## src/rtl/mem_stage.sv

```systemverilog
// MEM stage of the 5-stage MIPS pipeline: word loads/stores over a req/ack bus,
// upstream stall while an access is outstanding, abort on misalignment or timeout.
module mem_stage #(
  parameter int TIMEOUT = 255
) (
  input  logic        clk,
  input  logic        rst,
  input  logic        MEM_CTRL,
  input  logic [4:0]  WB_CTRL,
  input  logic [68:0] MEM_DATA,
  output logic        dmem_req,
  output logic        dmem_we,
  output logic [31:0] dmem_addr,
  output logic [31:0] dmem_wdata,
  input  logic        dmem_ack,
  input  logic [31:0] dmem_rdata,
  output logic        MEM_STALL,
  output logic [4:0]  o_WB_CTRL,
  output logic [36:0] o_WB_DATA,
  output logic [37:0] MEM_BACK,
  output logic        o_ADDR_ERR,
  output logic        o_BUS_ERR
);

  localparam logic [0:0] IDLE = 1'b0;
  localparam logic [0:0] WAIT = 1'b1;
  localparam logic [7:0] LAST = 8'(TIMEOUT - 1);

  logic [4:0]  rw;
  logic [31:0] exout, sdata;
  logic        access, misaligned;

  assign rw     = MEM_DATA[68:64];
  assign exout  = MEM_DATA[63:32];
  assign sdata  = MEM_DATA[31:0];
  assign access = MEM_CTRL | WB_CTRL[1];
  assign misaligned = |exout[1:0];

  logic [0:0]  state_q, state_d;
  logic [7:0]  cnt_q, cnt_d;
  logic [4:0]  wb_ctrl_q, wb_ctrl_d;
  logic [36:0] wb_data_q, wb_data_d;
  logic        addr_err_q, addr_err_d;
  logic        bus_err_q, bus_err_d;
  logic        req, stall, complete, bubble;

  always_comb begin
    state_d    = state_q;
    cnt_d      = cnt_q;
    req        = 1'b0;
    stall      = 1'b0;
    complete   = 1'b0;
    bubble     = 1'b0;
    addr_err_d = 1'b0;
    bus_err_d  = 1'b0;
    case (state_q)
      IDLE: begin
        if (access) begin
          if (misaligned) begin
            bubble     = 1'b1;
            addr_err_d = 1'b1;
          end else begin
            req = 1'b1;
            if (dmem_ack) begin
              complete = 1'b1;
            end else begin
              stall   = 1'b1;
              bubble  = 1'b1;
              state_d = WAIT;
              cnt_d   = 8'd0;
            end
          end
        end
      end
      default: begin
        req = 1'b1;
        // Ack in the final WAIT cycle still counts as a completion.
        if (dmem_ack) begin
          complete = 1'b1;
          state_d  = IDLE;
          cnt_d    = 8'd0;
        end else if (cnt_q < LAST) begin
          cnt_d  = cnt_q + 8'd1;
          stall  = 1'b1;
          bubble = 1'b1;
        end else begin
          bubble    = 1'b1;
          bus_err_d = 1'b1;
          state_d   = IDLE;
          cnt_d     = 8'd0;
        end
      end
    endcase
    wb_ctrl_d = bubble ? 5'd0 : WB_CTRL;
    wb_data_d = {rw, (complete && WB_CTRL[1]) ? dmem_rdata : exout};
  end

  always_ff @(posedge clk or negedge rst) begin
    if (!rst) begin
      state_q    <= IDLE;
      cnt_q      <= 8'd0;
      wb_ctrl_q  <= 5'd0;
      wb_data_q  <= 37'd0;
      addr_err_q <= 1'b0;
      bus_err_q  <= 1'b0;
    end else begin
      state_q    <= state_d;
      cnt_q      <= cnt_d;
      wb_ctrl_q  <= wb_ctrl_d;
      wb_data_q  <= wb_data_d;
      addr_err_q <= addr_err_d;
      bus_err_q  <= bus_err_d;
    end
  end

  // Gated by reset so an in-flight request drops the moment reset asserts.
  assign dmem_req   = req & rst;
  assign MEM_STALL  = stall & rst;
  assign dmem_we    = MEM_CTRL;
  assign dmem_addr  = exout;
  assign dmem_wdata = sdata;

  assign o_WB_CTRL  = wb_ctrl_q;
  assign o_WB_DATA  = wb_data_q;
  assign o_ADDR_ERR = addr_err_q;
  assign o_BUS_ERR  = bus_err_q;
  assign MEM_BACK   = {WB_CTRL[0] & ~WB_CTRL[1], rw, exout};

endmodule

```

## config.mk

```make
export PLATFORM = sky130hd
export DESIGN_NAME = mem_stage
export DESIGN_NICKNAME = d
export VERILOG_FILES = /design/src/rtl/mem_stage.sv
export SDC_FILE = /design/constraint.sdc
export NUM_CORES = 1
export LEC_CHECK = 0
export CAP_MARGIN = 20
export CORE_AREA = 2 2 100 102
export CTS_CLUSTER_SIZE = 16
export DETAILED_ROUTE_END_ITERATION = 6
export DIE_AREA = 0 0 102 104
export HOLD_SLACK_MARGIN = 0.15
export PLACE_DENSITY_LB_ADDON = 0.12
export SKIP_CTS_REPAIR_TIMING = 1
export SYNTH_ARGS = -nofsm -noshare
export SYNTH_HDL_FRONTEND = slang
export SYNTH_SLANG_ARGS = --single-unit
```

## constraint.sdc

```tcl
create_clock -name clk -period 3.3 [get_ports clk]
set_input_delay 0.33 -clock clk [delete_from_list [all_inputs] [get_ports clk]]
set_output_delay 0.33 -clock clk [all_outputs]
set_load 0.05 [all_outputs]
```

* Word-level counts from Yosys, hierarchy flattened
Cells that the tools add are included.
Operators by class: add/subtract/negate cells 1, mux-type cells 30, reductions and logical operators 4, magnitude comparators 1, bitwise gates (word level) 5, equality and inequality tests 2
Operators by type and width (count):
- $mux 8 | 6
- $mux 32 | 1
- $mux 1 | 22
- $add 8x1->8 const B | 1
- $lt 8x8->1 const B | 1
- $mux 5 | 1
- $ne 2x1->1 const B | 2
- $and 1x1->1 | 3
- $reduce_and 3->1 | 1
- $reduce_bool 2->1 | 1
- $reduce_or 2->1 | 1
- $logic_and 1x1->1 | 1
- $not 1->1 | 1
- $or 1x1->1 | 1
Word-level totals: bits of input ports 110, register bits 53, word-level logic and storage cells 49, output and inout bits 149

* Depth between registers and ports, before layout
depth in word-level cells 6, gate-level depth with buffers 5

* Worst setup path before layout
No wires, ideal clock.
path type register to output, start point reg cnt_q[4], end point out MEM_STALL, required time 2.970 ns, cell stages (with the launch flop) 5, setup slack 1.606 ns, data arrival time 1.364 ns, cells stage by stage dfrtp_1 > nand4_1 > nor2_1 > a211oi_1 > and2_1
Between the ends: cells in the longest elaborated chain, start to end 5
Ends and longest elaborated chain:
- start: declaration | line 40 | logic [7:0] cnt_q, cnt_d;
- start signal: assignment | line 108 | cnt_q <= cnt_d;
- $lt 8x8->1 | line 82 | end else if (cnt_q < LAST) begin
- $mux 1 | line 82
- $mux 1 | line 78 | if (dmem_ack) begin
- $mux 1 | line 56 | case (state_q)
- named net stall | line 45 | logic req, stall, complete, bubble;
- $and 1x1->1 | line 118 | assign MEM_STALL = stall & rst;
- end: declaration | line 17 | output logic MEM_STALL,
The timed path passes the listed nets, and every way through them passes these cells.

* Worst setup path after layout
start point in MEM_DATA[32], end point out MEM_STALL
Between the ends: cells in the longest elaborated chain, start to end 5
Ends and longest elaborated chain:
- start: declaration | line 10 | input logic [68:0] MEM_DATA,
- $reduce_or 2->1 | line 37 | assign misaligned = |exout[1:0];
- $mux 1 | line 59 | if (misaligned) begin
- $mux 1 | line 58 | if (access) begin
- $mux 1 | line 56
- named net stall | line 45
- $and 1x1->1 | line 118
The timed path passes the listed nets, and every way through them passes these cells.

==> impl_metrics.yaml <==
timing:
  worst_slew_pin_slew_ns: 0.6327
  pins_over_their_slew_limit: 0
  final_setup_violation_count: 0
  max-slew-margin-rel: 0.5782
  clock_period_minus_worst_slack_ns: 2.803
  finalHoldViolations: 0
  max_freq_mhz: 356.7
  fin_worst_skew_ns: 0.003202
  fin_tns_setup_ns: 0
  fin_crit_sh: 0.8495
  rsz0062_at_grt: "false"
placement:
  placedCellCount: 471
  detailed_place_hpwl_mm: 5.826
  io_buf_count: 194
  gp_congestion: 0.7811
grt:
  grt_use_total: 0.1321
  largest_net_degree_at_the_start_of_global_routing: 49
  grt_pass1_vias: 1949
  grt_remaining_overflow: 0
  grt_antenna_before_repair: 0
  grt_pass1_wl_mm: 10.80
routing:
  vias_per_cell: 4.104
  wl_mm: 7.354
  drc_errors: 0
  drt-initial-drc-count: 27
  route.vias.total: 1970
  drt_first_pass_iters: 4
  wl_per_cell_um: 15.32
  ant_nets: 0
clock_network:
  clock-sinks: 53
  cts-root-buf: "sky130_fd_sc_hd__clkbuf_8"
  clock_path_buffers: 2
  cts-buffers-inserted: 5
  cts_tree: "yes"
  cts_htree_levels: 2
  clkTransAtPathRegs_ns: 0.10
  clk_latency_ns: 0.30
synthesis:
  synth_mux_area_frac: 0.1268
  synth_top_family_by_area: "buffers and inverters"
  mappedNetlistNets: 359
  netlist.area_leader.share: 0.4668
  synth_compound_area_frac: 0.04932
  yosys_warnings: 0
  yosysSeqAreaShare: 0.4668
  post_synth_num_cell_types: 34
  yosys_register_bits: 53
  synth_area_per_cell_um2: 11.46
  syn-cell-area_um2: 2841
  yosys-top-cells-area: "sky130_fd_sc_hd__dfrtp_1, sky130_fd_sc_hd__buf_4, sky130_fd_sc_hd__mux2_2, sky130_fd_sc_hd__nor2b_1, sky130_fd_sc_hd__buf_6"
  yosys.area_share.xor_xnor: 0
  synthesis.instances: 248
  synth-adder-area-share: 0.004403
  synth_area_leader_cell: "sky130_fd_sc_hd__dfrtp_1"
  synth-simple-area-share: 0.06605
floorplan:
  core_area_um2: 9549
  std_cell_rows: 36
  die_h_um: 104
  dieArea_um2: 10610
  io-pin-count: 259
  start_util: 0.2976
  chipWidth_um: 102
cells_and_area:
  antenna-diode-count: 0
  areaGrowthSynthToFinish_pct: 49.54
  final_cells: 480
  post-route-util: 0.4450
  layout_net_count: 457
  number_of_filler_instances_in_the_final_layout: 918
  share_of_post_route_cells_with_drive_strength_above_1: 0.1412
power:
  power.total_w: 0.001728
  power.combinational.fraction: 0.380
  power_report.internal_total_w: 0.001090
  power_leakage_nw: 1.725
  power.density_cell_area_nw_per_um2: 406.6
  clkPwrFrac: 0.212
  switchingPower_w: 0.0006375
  ir_worst_vdd_v: 0.0001806
  p_seq_frac: 0.408
  sw_frac_of_total: 0.3690
setup_path:
  critPathMostFrequentCell: "sky130_fd_sc_hd__clkdlybuf4s50_1"
  worst_stage_delay_on_the_critical_path_ns: 0.80
  critical_path.slowest_cell: "sky130_fd_sc_hd__clkdlybuf4s50_1"
  crit_path_max_fanout: 4
  critPathTopFamily: "buffers and inverters"
  worst-path-buf-inv: 2
  timing.setup.critical_path_class: "in -> out"
  critPathLaunchType: "primary input"
  worst-endpoint-required_ns: 2.97
  worstPathCellList: "clkdlybuf4s50_1 > nor2_2 > a21oi_1 > a211oi_1 > and2_1 > clkdlybuf4s50_1"
  timing.critical_path.arrival_ns: 2.47
  endpoint_kind: "output pin"
worst_hold_path:
  worst_hold_path_type: "in -> async"
status:
  run_status: "complete, no violations"
job:
  max_cap_viols: 0
state kept, by name (all words and copies together), names as in the netlist:
signal      flops
o_WB_DATA      37
cnt_q           8
o_WB_CTRL       5
o_ADDR_ERR      1
o_BUS_ERR       1
state_q         1
stage by stage:
step	hold WS [ns]	area (um2)	setup slack, ns
after floorplan	0.03441	2841	1.606
after global placement	0.1793	4153	0.5251
after detailed placement	0.1817	4153	0.5027
after CTS	-0.1581	4239	0.4799
after global routing	0.4585	4249	0.4055
final	0.4615	4249	0.4967
cell usage after synthesis, drive strengths merged:
cell type	n
o21ai	7
o21a	1
ha	1
or2	2
and2b	1
a211oi	1
or4	1
nand2	5
and2	1
dfrtp	53
a2bb2oi	1
nor3	1
a31o	1
inv	4
and3	2
a31oi	1
buf	105
a21oi	6
or3	1
a22o	2
nor2b	7
nor2	4
mux2	32
nand3	5
nand4	1
a21o	1
o31ai	1
worst register-to-register path, stage by stage (launching register included):
cell                      delay [ns]
sky130_fd_sc_hd__dfrtp_1        0.48
sky130_fd_sc_hd__or2_4          0.31
sky130_fd_sc_hd__nand3_4        0.38
sky130_fd_sc_hd__mux2_2         0.43
layout by cell type (no fill, tap or decap), types with 2 or more instances in the layout:
| master | Yosys | routed |
|---|---|---|
| sky130_fd_sc_hd__mux2_2 | 31 | 31 |
| sky130_fd_sc_hd__a22o_1 | 2 | 2 |
| sky130_fd_sc_hd__clkinv_2 | 0 | 2 |
| sky130_fd_sc_hd__a21oi_1 | 6 | 6 |
| sky130_fd_sc_hd__nor2_1 | 3 | 3 |
| sky130_fd_sc_hd__nand3_1 | 4 | 4 |
| sky130_fd_sc_hd__o21ai_0 | 5 | 5 |
| sky130_fd_sc_hd__nor2b_1 | 7 | 7 |
| sky130_fd_sc_hd__nand2_1 | 5 | 5 |
| sky130_fd_sc_hd__inv_1 | 4 | 4 |
| sky130_fd_sc_hd__clkdlybuf4s50_1 | 0 | 193 |
| sky130_fd_sc_hd__clkbuf_8 | 0 | 5 |
| sky130_fd_sc_hd__dfrtp_1 | 53 | 53 |
| sky130_fd_sc_hd__and3_1 | 2 | 2 |
power groups by stage:
stage / Combinational [W] / Sequential, W / Clock, W
2_1_floorplan: 0.000404 / 0.000848 / 0
3_3_place_gp: 0.000660 / 0.000717 / 0
3_5_place_dp: 0.000663 / 0.000718 / 0
4_1_cts: 0.000664 / 0.000705 / 0.000388
5_1_grt: 0.000685 / 0.000710 / 0.000407
6_report: 0.000657 / 0.000705 / 0.000366
area by class of cell:
class | instances | area [um2] | area share
sequential | 53 | 1326 | 0.3121
clock inverter | 3 | 17.52 | 0.004122
multi-input combinational | 86 | 700.7 | 0.1649
clock buffer | 5 | 68.82 | 0.01620
inverter | 4 | 15.01 | 0.003534
tap | 133 | 166.4 | 0.03916
timing repair buffer | 196 | 1954 | 0.4600
kinds of logic after synthesis:
| logic type | after synthesis |
|---|---|
| flip-flops | 53 |
| multiplexers | 32 |
| buffers and inverters | 109 |
| adder cells (fa/ha/maj) | 1 |
| AO/OA/AOI/OAI | 22 |
| AND/OR/NAND/NOR | 31 |
layer usage:
metal / global-route usage / share of wire / vias up
met5: 0 / 0 / -
met3: 0.04234 / 0.097 / 14
met2: 0.2364 / 0.51 / 117
met4: 0.03238 / 0.010 / 0
met1: 0.1500 / 0.38 / 914
li1: - / - / 925
worst paths after layout:
check / start / end / slack (ns) / cells past startpoint
max: MEM_DATA[32] / MEM_STALL / 0.50 / 6
min reg2reg: cnt_q[7] / cnt_q[7] / 0.49 / 1
min: rst / state_q / 0.46 / 2
min in group clk: MEM_DATA[65] / o_WB_DATA[33] / 0.49 / 1
max reg2reg: state_q / o_WB_DATA[1] / 1.59 / 3
max in group asynchronous: rst / o_WB_DATA[36] / 1.98 / 3
No activity file was read; power rests on OpenSTA's default activity.
